## src/rtl/mult_div_unit_if.sv

```systemverilog
// Request/result bundle between the main control FSM and the multiply/divide unit.
// Handshake: start is a one-cycle request honoured only while busy = 0; op/a_in/b_in are
// captured on that same edge. done is a one-cycle pulse during which hi/lo/div_zero are final.
interface mult_div_if #(
  parameter int WIDTH = 32
);
  logic             start;
  logic             op;
  logic [WIDTH-1:0] a_in;
  logic [WIDTH-1:0] b_in;
  logic [WIDTH-1:0] hi;
  logic [WIDTH-1:0] lo;
  logic             busy;
  logic             done;
  logic             div_zero;

  modport master (
    output start, op, a_in, b_in,
    input  hi, lo, busy, done, div_zero
  );

  modport slave (
    input  start, op, a_in, b_in,
    output hi, lo, busy, done, div_zero
  );
endinterface

```

## src/rtl/mult_div_unit.sv

```systemverilog
// Sequential signed multiply (radix-2 Booth) and signed divide (restoring on magnitudes)
// producing Hi/Lo for the multicycle MIPS datapath.
module mult_div_unit #(
  parameter int WIDTH = 32
) (
  input  logic       clk,
  input  logic       reset,
  mult_div_if.slave  bus,
  output logic [2:0] state_dbg
);
  localparam int CW = $clog2(WIDTH + 1);

  typedef enum logic [2:0] {
    IDLE    = 3'd0,
    MULT    = 3'd1,
    DIV     = 3'd2,
    DIV_FIX = 3'd3,
    DONE    = 3'd4
  } state_t;

  state_t             state;
  logic [CW-1:0]      count;
  logic [2*WIDTH-1:0] prod;
  logic               q_m1;
  logic [WIDTH-1:0]   mcand;
  logic [WIDTH-1:0]   rem;
  logic [WIDTH-1:0]   quo;
  logic [WIDTH-1:0]   dvsr;
  logic               sign_a;
  logic               sign_b;
  logic [WIDTH-1:0]   hi_r;
  logic [WIDTH-1:0]   lo_r;
  logic               busy_r;
  logic               done_r;
  logic               dz_r;

  logic [WIDTH:0]     upper_ext;
  logic [WIDTH:0]     mcand_ext;
  logic [WIDTH:0]     booth_sum;
  logic [WIDTH:0]     shifted;
  logic [WIDTH:0]     trial;
  logic [WIDTH-1:0]   abs_a;
  logic [WIDTH-1:0]   abs_b;
  logic               last_step;

  // Booth step: upper half widened by one bit so b = -2^(W-1) cases keep their sign.
  always_comb begin
    upper_ext = {prod[2*WIDTH-1], prod[2*WIDTH-1:WIDTH]};
    mcand_ext = {mcand[WIDTH-1], mcand};
    booth_sum = upper_ext;
    case ({prod[0], q_m1})
      2'b01:   booth_sum = upper_ext + mcand_ext;
      2'b10:   booth_sum = upper_ext - mcand_ext;
      default: booth_sum = upper_ext;
    endcase
  end

  // Restoring step: trial[WIDTH] set means the shifted remainder was below the divisor.
  always_comb begin
    shifted   = {rem, quo[WIDTH-1]};
    trial     = shifted - {1'b0, dvsr};
    abs_a     = bus.a_in[WIDTH-1] ? -bus.a_in : bus.a_in;
    abs_b     = bus.b_in[WIDTH-1] ? -bus.b_in : bus.b_in;
    last_step = (count == CW'(WIDTH - 1));
  end

  always_ff @(posedge clk or posedge reset) begin
    if (reset) begin
      state  <= IDLE;
      count  <= '0;
      prod   <= '0;
      q_m1   <= 1'b0;
      mcand  <= '0;
      rem    <= '0;
      quo    <= '0;
      dvsr   <= '0;
      sign_a <= 1'b0;
      sign_b <= 1'b0;
      hi_r   <= '0;
      lo_r   <= '0;
      busy_r <= 1'b0;
      done_r <= 1'b0;
      dz_r   <= 1'b0;
    end else begin
      case (state)
        IDLE: begin
          done_r <= 1'b0;
          if (bus.start) begin
            count  <= '0;
            dz_r   <= 1'b0;
            busy_r <= 1'b1;
            if (!bus.op) begin
              prod  <= {{WIDTH{1'b0}}, bus.a_in};
              q_m1  <= 1'b0;
              mcand <= bus.b_in;
              state <= MULT;
            end else if (bus.b_in == '0) begin
              dz_r   <= 1'b1;
              done_r <= 1'b1;
              state  <= DONE;
            end else begin
              rem    <= '0;
              quo    <= abs_a;
              dvsr   <= abs_b;
              sign_a <= bus.a_in[WIDTH-1];
              sign_b <= bus.b_in[WIDTH-1];
              state  <= DIV;
            end
          end
        end
        MULT: begin
          prod  <= {booth_sum[WIDTH:1], booth_sum[0], prod[WIDTH-1:1]};
          q_m1  <= prod[0];
          count <= count + 1'b1;
          if (last_step) begin
            hi_r   <= booth_sum[WIDTH:1];
            lo_r   <= {booth_sum[0], prod[WIDTH-1:1]};
            done_r <= 1'b1;
            state  <= DONE;
          end
        end
        DIV: begin
          if (trial[WIDTH]) begin
            rem <= shifted[WIDTH-1:0];
            quo <= {quo[WIDTH-2:0], 1'b0};
          end else begin
            rem <= trial[WIDTH-1:0];
            quo <= {quo[WIDTH-2:0], 1'b1};
          end
          count <= count + 1'b1;
          if (last_step) state <= DIV_FIX;
        end
        DIV_FIX: begin
          // Truncating division: quotient sign from operand signs, remainder follows dividend.
          lo_r   <= (sign_a ^ sign_b) ? -quo : quo;
          hi_r   <= sign_a ? -rem : rem;
          done_r <= 1'b1;
          state  <= DONE;
        end
        DONE: begin
          done_r <= 1'b0;
          busy_r <= 1'b0;
          state  <= IDLE;
        end
        default: begin
          done_r <= 1'b0;
          busy_r <= 1'b0;
          state  <= IDLE;
        end
      endcase
    end
  end

  assign bus.hi       = hi_r;
  assign bus.lo       = lo_r;
  assign bus.busy     = busy_r;
  assign bus.done     = done_r;
  assign bus.div_zero = dz_r;
  assign state_dbg    = state;
endmodule

```

## src/flat_wrapper.sv

```systemverilog
// flat-port wrapper written by rule: the top's interface ports become plain ports
module mult_div_unit_flat 
#(
  parameter int WIDTH = 32
)
  (clk, reset, state_dbg, bus_start, bus_op, bus_a_in, bus_b_in, bus_hi, bus_lo, bus_busy, bus_done, bus_div_zero);
  mult_div_if #(.WIDTH(WIDTH)) bus_i ();
  input  logic clk;
  input  logic reset;
  output logic [2:0] state_dbg;
  input wire logic [$bits(bus_i.start)-1:0] bus_start;
  input wire logic [$bits(bus_i.op)-1:0] bus_op;
  input wire logic [$bits(bus_i.a_in)-1:0] bus_a_in;
  input wire logic [$bits(bus_i.b_in)-1:0] bus_b_in;
  output wire logic [$bits(bus_i.hi)-1:0] bus_hi;
  output wire logic [$bits(bus_i.lo)-1:0] bus_lo;
  output wire logic [$bits(bus_i.busy)-1:0] bus_busy;
  output wire logic [$bits(bus_i.done)-1:0] bus_done;
  output wire logic [$bits(bus_i.div_zero)-1:0] bus_div_zero;
  assign bus_i.start = bus_start;
  assign bus_i.op = bus_op;
  assign bus_i.a_in = bus_a_in;
  assign bus_i.b_in = bus_b_in;
  assign bus_hi = bus_i.hi;
  assign bus_lo = bus_i.lo;
  assign bus_busy = bus_i.busy;
  assign bus_done = bus_i.done;
  assign bus_div_zero = bus_i.div_zero;
  mult_div_unit #(.WIDTH(WIDTH)) u_core (.clk(clk), .reset(reset), .bus(bus_i), .state_dbg(state_dbg));
endmodule
```

## config.mk

```make
export PLATFORM = sky130hd
export DESIGN_NAME = mult_div_unit_flat
export DESIGN_NICKNAME = d
export VERILOG_FILES = /design/src/rtl/mult_div_unit_if.sv /design/src/rtl/mult_div_unit.sv /design/src/flat_wrapper.sv
export SDC_FILE = /design/constraint.sdc
export NUM_CORES = 1
export LEC_CHECK = 0
export CAP_MARGIN = 20
export CORE_MARGIN = 1
export CORE_UTILIZATION = 65
export CTS_CLUSTER_SIZE = 40
export DETAILED_ROUTE_END_ITERATION = 10
export GPL_ROUTABILITY_DRIVEN = 1
export PLACE_DENSITY = 0.9
export SETUP_SLACK_MARGIN = 0.02
export SYNTH_ARGS = -nofsm -noshare
export SYNTH_HDL_FRONTEND = slang
export SYNTH_SLANG_ARGS = --single-unit
```

## constraint.sdc

```tcl
create_clock -name clk -period 19.65 [get_ports clk]
set_input_delay 1.965 -clock clk [delete_from_list [all_inputs] [get_ports clk]]
set_output_delay 1.965 -clock clk [all_outputs]
set_load 0.005 [all_outputs]
```

**Yosys cells after proc, flatten, opt, wreduce, memory -nomap -nowiden**

Index checks and enable logic that the tools add are counted.

- Word-level logic and storage cells: 98
- Input bits: 68
- Output and inout bits: 70
- Register bits: 271

- Reductions and logical operators: 18
- Bitwise gates (word level): 5
- Muxes and demuxes: 40
- Equality and inequality tests: 12
- $add $sub $neg: 8

Operators with widths:

| operator | number |
|---|---|
| 32-bit two-way mux | 13 |
| 32-bit case mux with 2 select lines | 4 |
| 64-bit two-way mux | 2 |
| 32-bit negator | 4 |
| 64-bit case mux with 2 select lines | 1 |
| 33-bit case mux with 2 select lines | 1 |
| 32-bit by 32-bit adder with 33-bit output | 1 |
| 32-bit by 32-bit subtractor with 33-bit output | 1 |
| 33-bit by 32-bit subtractor with 33-bit output | 1 |
| 32-bit zero test | 1 |
| 3-bit two-way mux | 5 |
| 3-bit case mux with 4 select lines | 1 |
| 6-bit case mux with 2 select lines | 1 |
| 2-bit AND reduction | 5 |
| 3-bit AND reduction | 3 |
| 1-bit two-way mux | 8 |
| 2-bit != test, second input constant | 4 |
| 4-bit AND reduction | 2 |
| 2-bit nonzero test | 4 |
| 6-bit by 1-bit adder with 6-bit output, second input constant | 1 |
| 3-bit by 2-bit equality test with 1-bit output, second input constant | 2 |
| 6-bit by 5-bit equality test with 1-bit output, second input constant | 1 |
| 6-bit two-way mux | 1 |
| 2-bit by 1-bit != test with 1-bit output, second input constant | 2 |
| other kinds (10) | 14 |

**Depth between registers and ports, before layout**

Gate-level depths: netlist of run 1.

- Word-level depth: 6
- Mapped depth: 19
- Mapped depth without buffers: 18

**Least setup slack after synthesis of run 1**

Ideal clock, no wire load.

- Path kind: input-to-reg
- Start point: in bus_b_in[18]
- End point: reg u_core.quo[11]
- Library setup time: 118 ps
- Cell stages on the path: 10
- Buffers on the path: 2
- Data required time: 19532 ps
- Arrival time: 4311 ps
- Slack: 15221 ps
- Cells stage by stage: or4_4 or4_1 or2_1 or4_4 a31oi_1 nand2b_1 buf_4 buf_6 a211oi_1 a21o_1

- Word-level cells in the longest chain between the ends: 3

Ends and longest elaborated chain:

| what | line | text |
|---|---|---|
| start, declared | flat_wrapper.sv:14 | `input wire logic [$bits(bus_i.b_in)-1:0] bus_b_in;` |
| 32-bit zero test | mult_div_unit.sv:97 | `end else if (bus.b_in == '0) begin` |
| 2-bit != test (no line) | -- |  |
| 4-bit AND reduction (no line) | -- |  |
| end signal, assigned | mult_div_unit.sv:103 | `quo <= abs_a;` |
| end signal, assigned | mult_div_unit.sv:125 | `quo <= {quo[WIDTH-2:0], 1'b0};` |
| end signal, assigned | mult_div_unit.sv:128 | `quo <= {quo[WIDTH-2:0], 1'b1};` |
| end, declared | mult_div_unit.sv:27 | `logic [WIDTH-1:0] quo;` |

Every way passes these cells.
A chain may end at the register's enable or synchronous reset.

**Final worst setup path of run 1**

- Start point: in bus_b_in[12]
- End point: reg u_core.quo[30]

Same word-level chain as after synthesis.

==> results.yml, run 1 <==
status:
  status: "completed"
synth:
  yosysMostFrequentCell: "nand2_1"
  synth_nets: 2370
  synth_edf_count: 0
  ys_ff_latch: 271
  ys_seq_area_share_pct: 36.4
  synth_area_leaders: "dfrtp_1, nand2_1, xnor2_1"
  yosysWarningCount: 0
  ys_types: 76
  yosys.area.top_type: "dfrtp_1"
  syn_avg_cell_area_um2: 8.37
  synth_commonest_cells: "nand2_1, dfrtp_1, o21ai_0, nor2_1, a21oi_1"
  syn_inst: 2229
  syn_area_um2: 18700
  synthArstFlopShare_pct: 100
  synthFlopType: "dfrtp_1"
  synth.top_cell.area_share_pct: 36.4
final_layout:
  drive_gt1_share_pct: 6.17
  multi_input_area_um2: 11100
  syn2layout_area_growth_pct: 14.3
  nFillCells: 1926
  num-nets-final: 2437
  seq_area_um2: 6780
  final_cells: 2696
timing:
  fin_skew_ns: 0.00981
  max-slew-margin-rel_pct: 32.7
  hold_violations: 0
  fmax_ghz: 0.181
  fin_ws_ns: 14.12
  tightest_slew_ns: 1.01
  min_period_ns: 5.53
  rsz0062_at_grt: "no"
  setup_tns_ns: 0
  setup_viol: 0
  slew_viol_final: 0
  fin_crit_sh_pct: 28.1
floorplan:
  initial_core_util_pct: 66.6
  rows: 61
  die_width_um: 171
  io_pins: 138
  die-area_um2: 29400
  coreArea_um2: 28000
  dieHeight_um: 171
routing:
  num_vias: 17800
  via_per_inst: 6.61
  firstDrtPassIters: 8
  dr.first_iter.drc_count: 1865
  drc_errors: 0
  wl_um: 56700
  wl_per_cell_um: 21.0
  ant_nets: 0
clock_network:
  clkSinkCount: 271
  post_cts_resized: 0
  ctsHoldBuffers: 0
  cts_max_path_buffers: 3
  cts.root.buffer_cell: "clkbuf_16"
  cts_buffers: 30
  cts_setup_buffers: 0
  cts_tree: "done"
  cts_htree_levels: 1
  clkSlewWorstSetupHoldPaths_ns: 0.06
  clkLatencyLatePin_ns: 0.56
placed_design:
  port_buffers: 137
  gp_congestion: 0.960
  dp_hpwl_um: 40000
  place_ws_ns: 13.65
  dp.cells: 2638
critical_path:
  critPathRequiredTime_ns: 20.08
  path_class: "primary input to register"
  cp.arrival_ns: 5.96
  critPathLaunchType: "primary input"
  path_max_fanout: 88
  end_kind: "register"
global_route:
  grt_pass1_wl_um: 89100
  grt_max_degree: 120
  antenna_found_initial: 4
  grt_pass1_vias: 16700
  overflow: 0
  grtUsageTotal_pct: 38.6
job:
  cap_violations: 0
power:
  power.density_nw_per_um2: 206
  vdd_ir_drop_max_uv: 99.9
  p_leak_uw: 0.00925
  finalPower_uw: 4380
worst_hold_path:
  min_path_type: "register to register"
## where the power goes
group / leakage, uW / switching (uW) / total [uW] / internal [uW]
clock: 0.000518 / 233 / 602 / 369
combinational: 0.00541 / 1560 / 2670 / 1110
sequential: 0.00333 / 293 / 1110 / 816
total: 0.00925 / 2080 / 4380 / 2300
## per-stage QoR
stage	hold slack, ns	util [%]	cell area, um^2
floorplan	0.450	-	18700
global placement	0.462	72.1	20200
detailed placement	0.477	72.1	20200
CTS	0.490	75.8	21200
global route	0.508	76.1	21300
finish	0.486	76.1	21300
## routing by layer
metal | vias up | part of all wire, % | GRT usage [%]
li1 | 8058 | - | -
met1 | 8573 | 40 | 50.2
met2 | 1006 | 46 | 62.2
met3 | 177 | 9.6 | 7.11
met4 | 4 | 5.1 | 18.4
met5 | - | 0.048 | 0
## final timing paths
check	depth (start not counted)	slack, ns	endpoint	start
min reg2reg	2	0.49	u_core.dvsr[16]	u_core.dvsr[16]
max	12	14.12	u_core.quo[30]	bus_b_in[12]
max reg2reg	14	14.62	u_core.prod[56]	u_core.mcand[5]
min in group asynchronous	2	1.95	u_core.count[3]	reset
min	2	0.49	u_core.dvsr[16]	u_core.dvsr[16]
max in group asynchronous	3	16.28	u_core.dvsr[17]	reset
## flip-flops by register name, indices dropped and copies added, names as in the netlist, 3 cells and up
name              count
u_core.bus.hi        32
u_core.rem           32
u_core.dvsr          32
u_core.bus.lo        32
u_core.quo           32
u_core.mcand         32
u_core.count          6
u_core.prod          64
u_core.state_dbg      3
## worst max-delay path, stage by stage
cell             delay, ns
clkdlybuf4s50_1       0.50
or4_4                 0.59
nor3_1                0.26
nand4_2               0.23
or2_1                 0.36
or4_4                 0.48
a31oi_1               0.18
nand2b_2              0.13
buf_4                 0.68
inv_2                 0.27
nor2_1                0.18
a31oi_1               0.06
## layout make-up
class                   count  share of cell area (%)
diodes                      2                  0.0235
multi-input cells        1761                    52.2
inverters                  69                    1.25
repair buffers            163                    7.63
flip-flops and latches    271                    31.8
clock buffers              41                    4.05
clock inverters            11                   0.845
well taps                 378                    2.22
## layout by cell type, fill, tap and decap left out, drive strengths merged, types with 16 or more instances in the layout
cell type,netlist,routed
clkdlybuf4s50,0,137
clkbuf,103,41
o211ai,16,16
mux2i,72,72
inv,69,69
a21oi,170,170
mux2,34,34
nand2b,16,16
a31oi,55,55
ha,71,71
a22o,19,19
nor3,32,32
buf,25,26
a21o,30,30
nor2b,19,19
dfrtp,271,271
nand3,29,29
nand2,315,315
o21ai,221,221
a211oi,18,18
nor2,191,191
xnor2,118,118
o41ai,20,20
o31ai,32,32
or3,28,28
xor2,78,78
## kinds of logic (layout without fill, tap and decap cells)
family                   after synthesis  count (layout)  synth area share [%]
multiplexers                         106             106                  5.92
AO/OA/AOI/OAI                        667             667                  21.9
XOR/XNOR                             196             196                  9.20
buffers and inverters                197             284                  4.27
AND/OR/NAND/NOR                      719             719                  17.4
flip-flops                           271             271                  36.4
adder cells (fa/ha/maj)               73              73                  4.98
other                                  0               2                     0
No activity file was read; power rests on OpenSTA's default activity.
==> run 2: changes to the inputs <==
--- a/config.mk
+++ b/config.mk
@@ -7,11 +7,11 @@
 export LEC_CHECK = 0
 export CAP_MARGIN = 20
 export CORE_MARGIN = 1
-export CORE_UTILIZATION = 65
+export CORE_UTILIZATION = 54
 export CTS_CLUSTER_SIZE = 40
 export DETAILED_ROUTE_END_ITERATION = 10
 export GPL_ROUTABILITY_DRIVEN = 1
-export PLACE_DENSITY = 0.9
+export PLACE_DENSITY = 0.8
 export SETUP_SLACK_MARGIN = 0.02
 export SYNTH_ARGS = -nofsm -noshare
 export SYNTH_HDL_FRONTEND = slang
==> constraint.sdc (replaced) <==
create_clock -name clk -period 4.9 [get_ports clk]
set_input_delay 0.49 -clock clk [delete_from_list [all_inputs] [get_ports clk]]
set_output_delay 0.49 -clock clk [all_outputs]
set_load 0.005 [all_outputs]
==> run 2 against run 1 <==
  * Via count down 2.9%
  * Non-clock buffer count up 6
  * Core utilization down 13 points
  * Power rose to 4.0 times the previous value
  * Flip-flop and latch count unchanged
  * Sequential share of layout area down 0.12 points
  * Routed wire length down 0.77%
  * Worst setup slack worse by 14 ns
  * Critical path depth up 3
  * First-iteration DRC count down 17%
==> results.yml, run 2 (synthesis results as in run 1) <==
global_route:
  antenna_found_initial: 0
  grt_pass1_vias: 16400
  overflow: 0
  grtUsageTotal_pct: 31.8
  grt_max_degree: 172
  grt_pass1_wl_um: 89600
clock_network:
  clkLatencyLatePin_ns: 0.58
  cts_max_path_buffers: 3
  cts_buffers: 30
  cts_htree_levels: 1
  post_cts_resized: 0
  ctsHoldBuffers: 0
  cts.root.buffer_cell: "clkbuf_16"
  cts_setup_buffers: 0
  cts_tree: "done"
  clkSinkCount: 271
  clkSlewWorstSetupHoldPaths_ns: 0.06
placed_design:
  dp.cells: 2718
  dp_hpwl_um: 40700
  gp_congestion: 0.919
  port_buffers: 137
final_layout:
  syn2layout_area_growth_pct: 14.7
  largest_reg_flops: 64
  layout_commonest_cell: "nand2_1"
  diodes: 0
  final_util_pct: 63.3
  nFillCells: 2810
  regMostFlops: "u_core.prod"
  num-nets-final: 2443
  final_cell_mix: "nand2_1, dfrtp_1, o21ai_0, nor2_1, a21oi_1"
  drive_gt1_share_pct: 6.54
  final_cells: 2773
routing:
  via_per_inst: 6.24
  ant_nets: 0
  firstDrtPassIters: 5
  drc_errors: 0
  wl_um: 56300
  wl_per_cell_um: 20.3
  num_vias: 17300
  dr.first_iter.drc_count: 1539
floorplan:
  io_pins: 138
  die_width_um: 188
  coreArea_um2: 33800
  die-area_um2: 35300
  initial_core_util_pct: 55.2
  rows: 67
  dieHeight_um: 188
timing:
  max-slew-margin-rel_pct: 23.0
  tightest_slew_ns: 1.15
  setup_tns_ns: 0
  fmax_ghz: 0.225
  fin_crit_sh_pct: 90.7
  slew_viol_final: 0
  hold_violations: 0
  min_period_ns: 4.44
  rsz0062_at_grt: "no"
  hold_ws_ns: 0.461
  setup_viol: 0
  fin_skew_ns: 0.0122
power:
  p_leak_uw: 0.00927
  vdd_ir_drop_max_uv: 461
  finalPower_uw: 17400
  power.density_nw_per_um2: 815
critical_path:
  cp.arrival_ns: 4.86
  path_class: "register to register"
  path_max_fanout: 8
  end_kind: "register"
  critPathLaunchType: "register"
  critPathRequiredTime_ns: 5.31
status:
  status: "completed"
job:
  cap_violations: 0
worst_hold_path:
  min_path_type: "primary input to async pin"
[run 2: report_power, final]
| part | total, uW | switching (uW) | internal [uW] |
|---|---|---|---|
| logic | 10600 | 6120 | 4510 |
| registers | 4480 | 1200 | 3270 |
| clock network | 2340 | 958 | 1380 |
| total | 17400 | 8280 | 9160 |
[run 2: area by class of cell]
cell class | count | area (um^2) | area share [%]
timing repair buffer | 169 | 1650 | 7.71
clock inverter | 14 | 153 | 0.713
clock buffer | 41 | 863 | 4.03
multi-input combinational | 1761 | 11100 | 52.0
sequential | 271 | 6780 | 31.7
tap | 448 | 561 | 2.62
inverter | 69 | 263 | 1.23
[run 2: per-layer routing]
metal,track usage [%],part of all wire [%],vias to the layer above
met5,0,0,-
met3,5.02,8.7,119
met2,49.8,45,771
met4,12.6,4.1,0
li1,-,-,8081
met1,44.0,42,8339
[run 2: final timing paths]
| path | from | to | slack [ns] | depth (start not counted) |
|---|---|---|---|---|
| worst max-delay path | u_core.mcand[6] | u_core.bus.hi[21] | 0.46 | 15 |
| worst min-delay path | reset | u_core.count[3] | 0.46 | 3 |
| worst max register to register | u_core.mcand[6] | u_core.bus.hi[21] | 0.46 | 15 |
| worst min register to register | u_core.bus.div_zero | u_core.bus.div_zero | 0.48 | 1 |
| max in group asynchronous | reset | u_core.rem[12] | 3.25 | 4 |
| min in group clk | u_core.bus.div_zero | u_core.bus.div_zero | 0.48 | 1 |
[run 2: critical path: stages, from the launching register on]
cell and delay (ns):
dfrtp_1 0.41, or3_1 0.38, or2_2 0.33, o31ai_1 0.31, xor2_1 0.19, ha_1 0.33
a21oi_1 0.26, nand4b_1 0.16, o21ai_0 0.44, nand2_1 0.15, a311o_1 0.40, a21oi_1 0.17
buf_4 0.17, xnor2_1 0.07, mux2i_1 0.35, a21oi_1 0.16
[run 2: per-stage QoR]
step | cell area [um^2] | setup WS, ns
CTS | 21400 | 0.528
global route | 21400 | 0.251
global placement | 20400 | 0.618
finish | 21400 | 0.456
floorplan | 18700 | 0.795
detailed placement | 20400 | 0.552
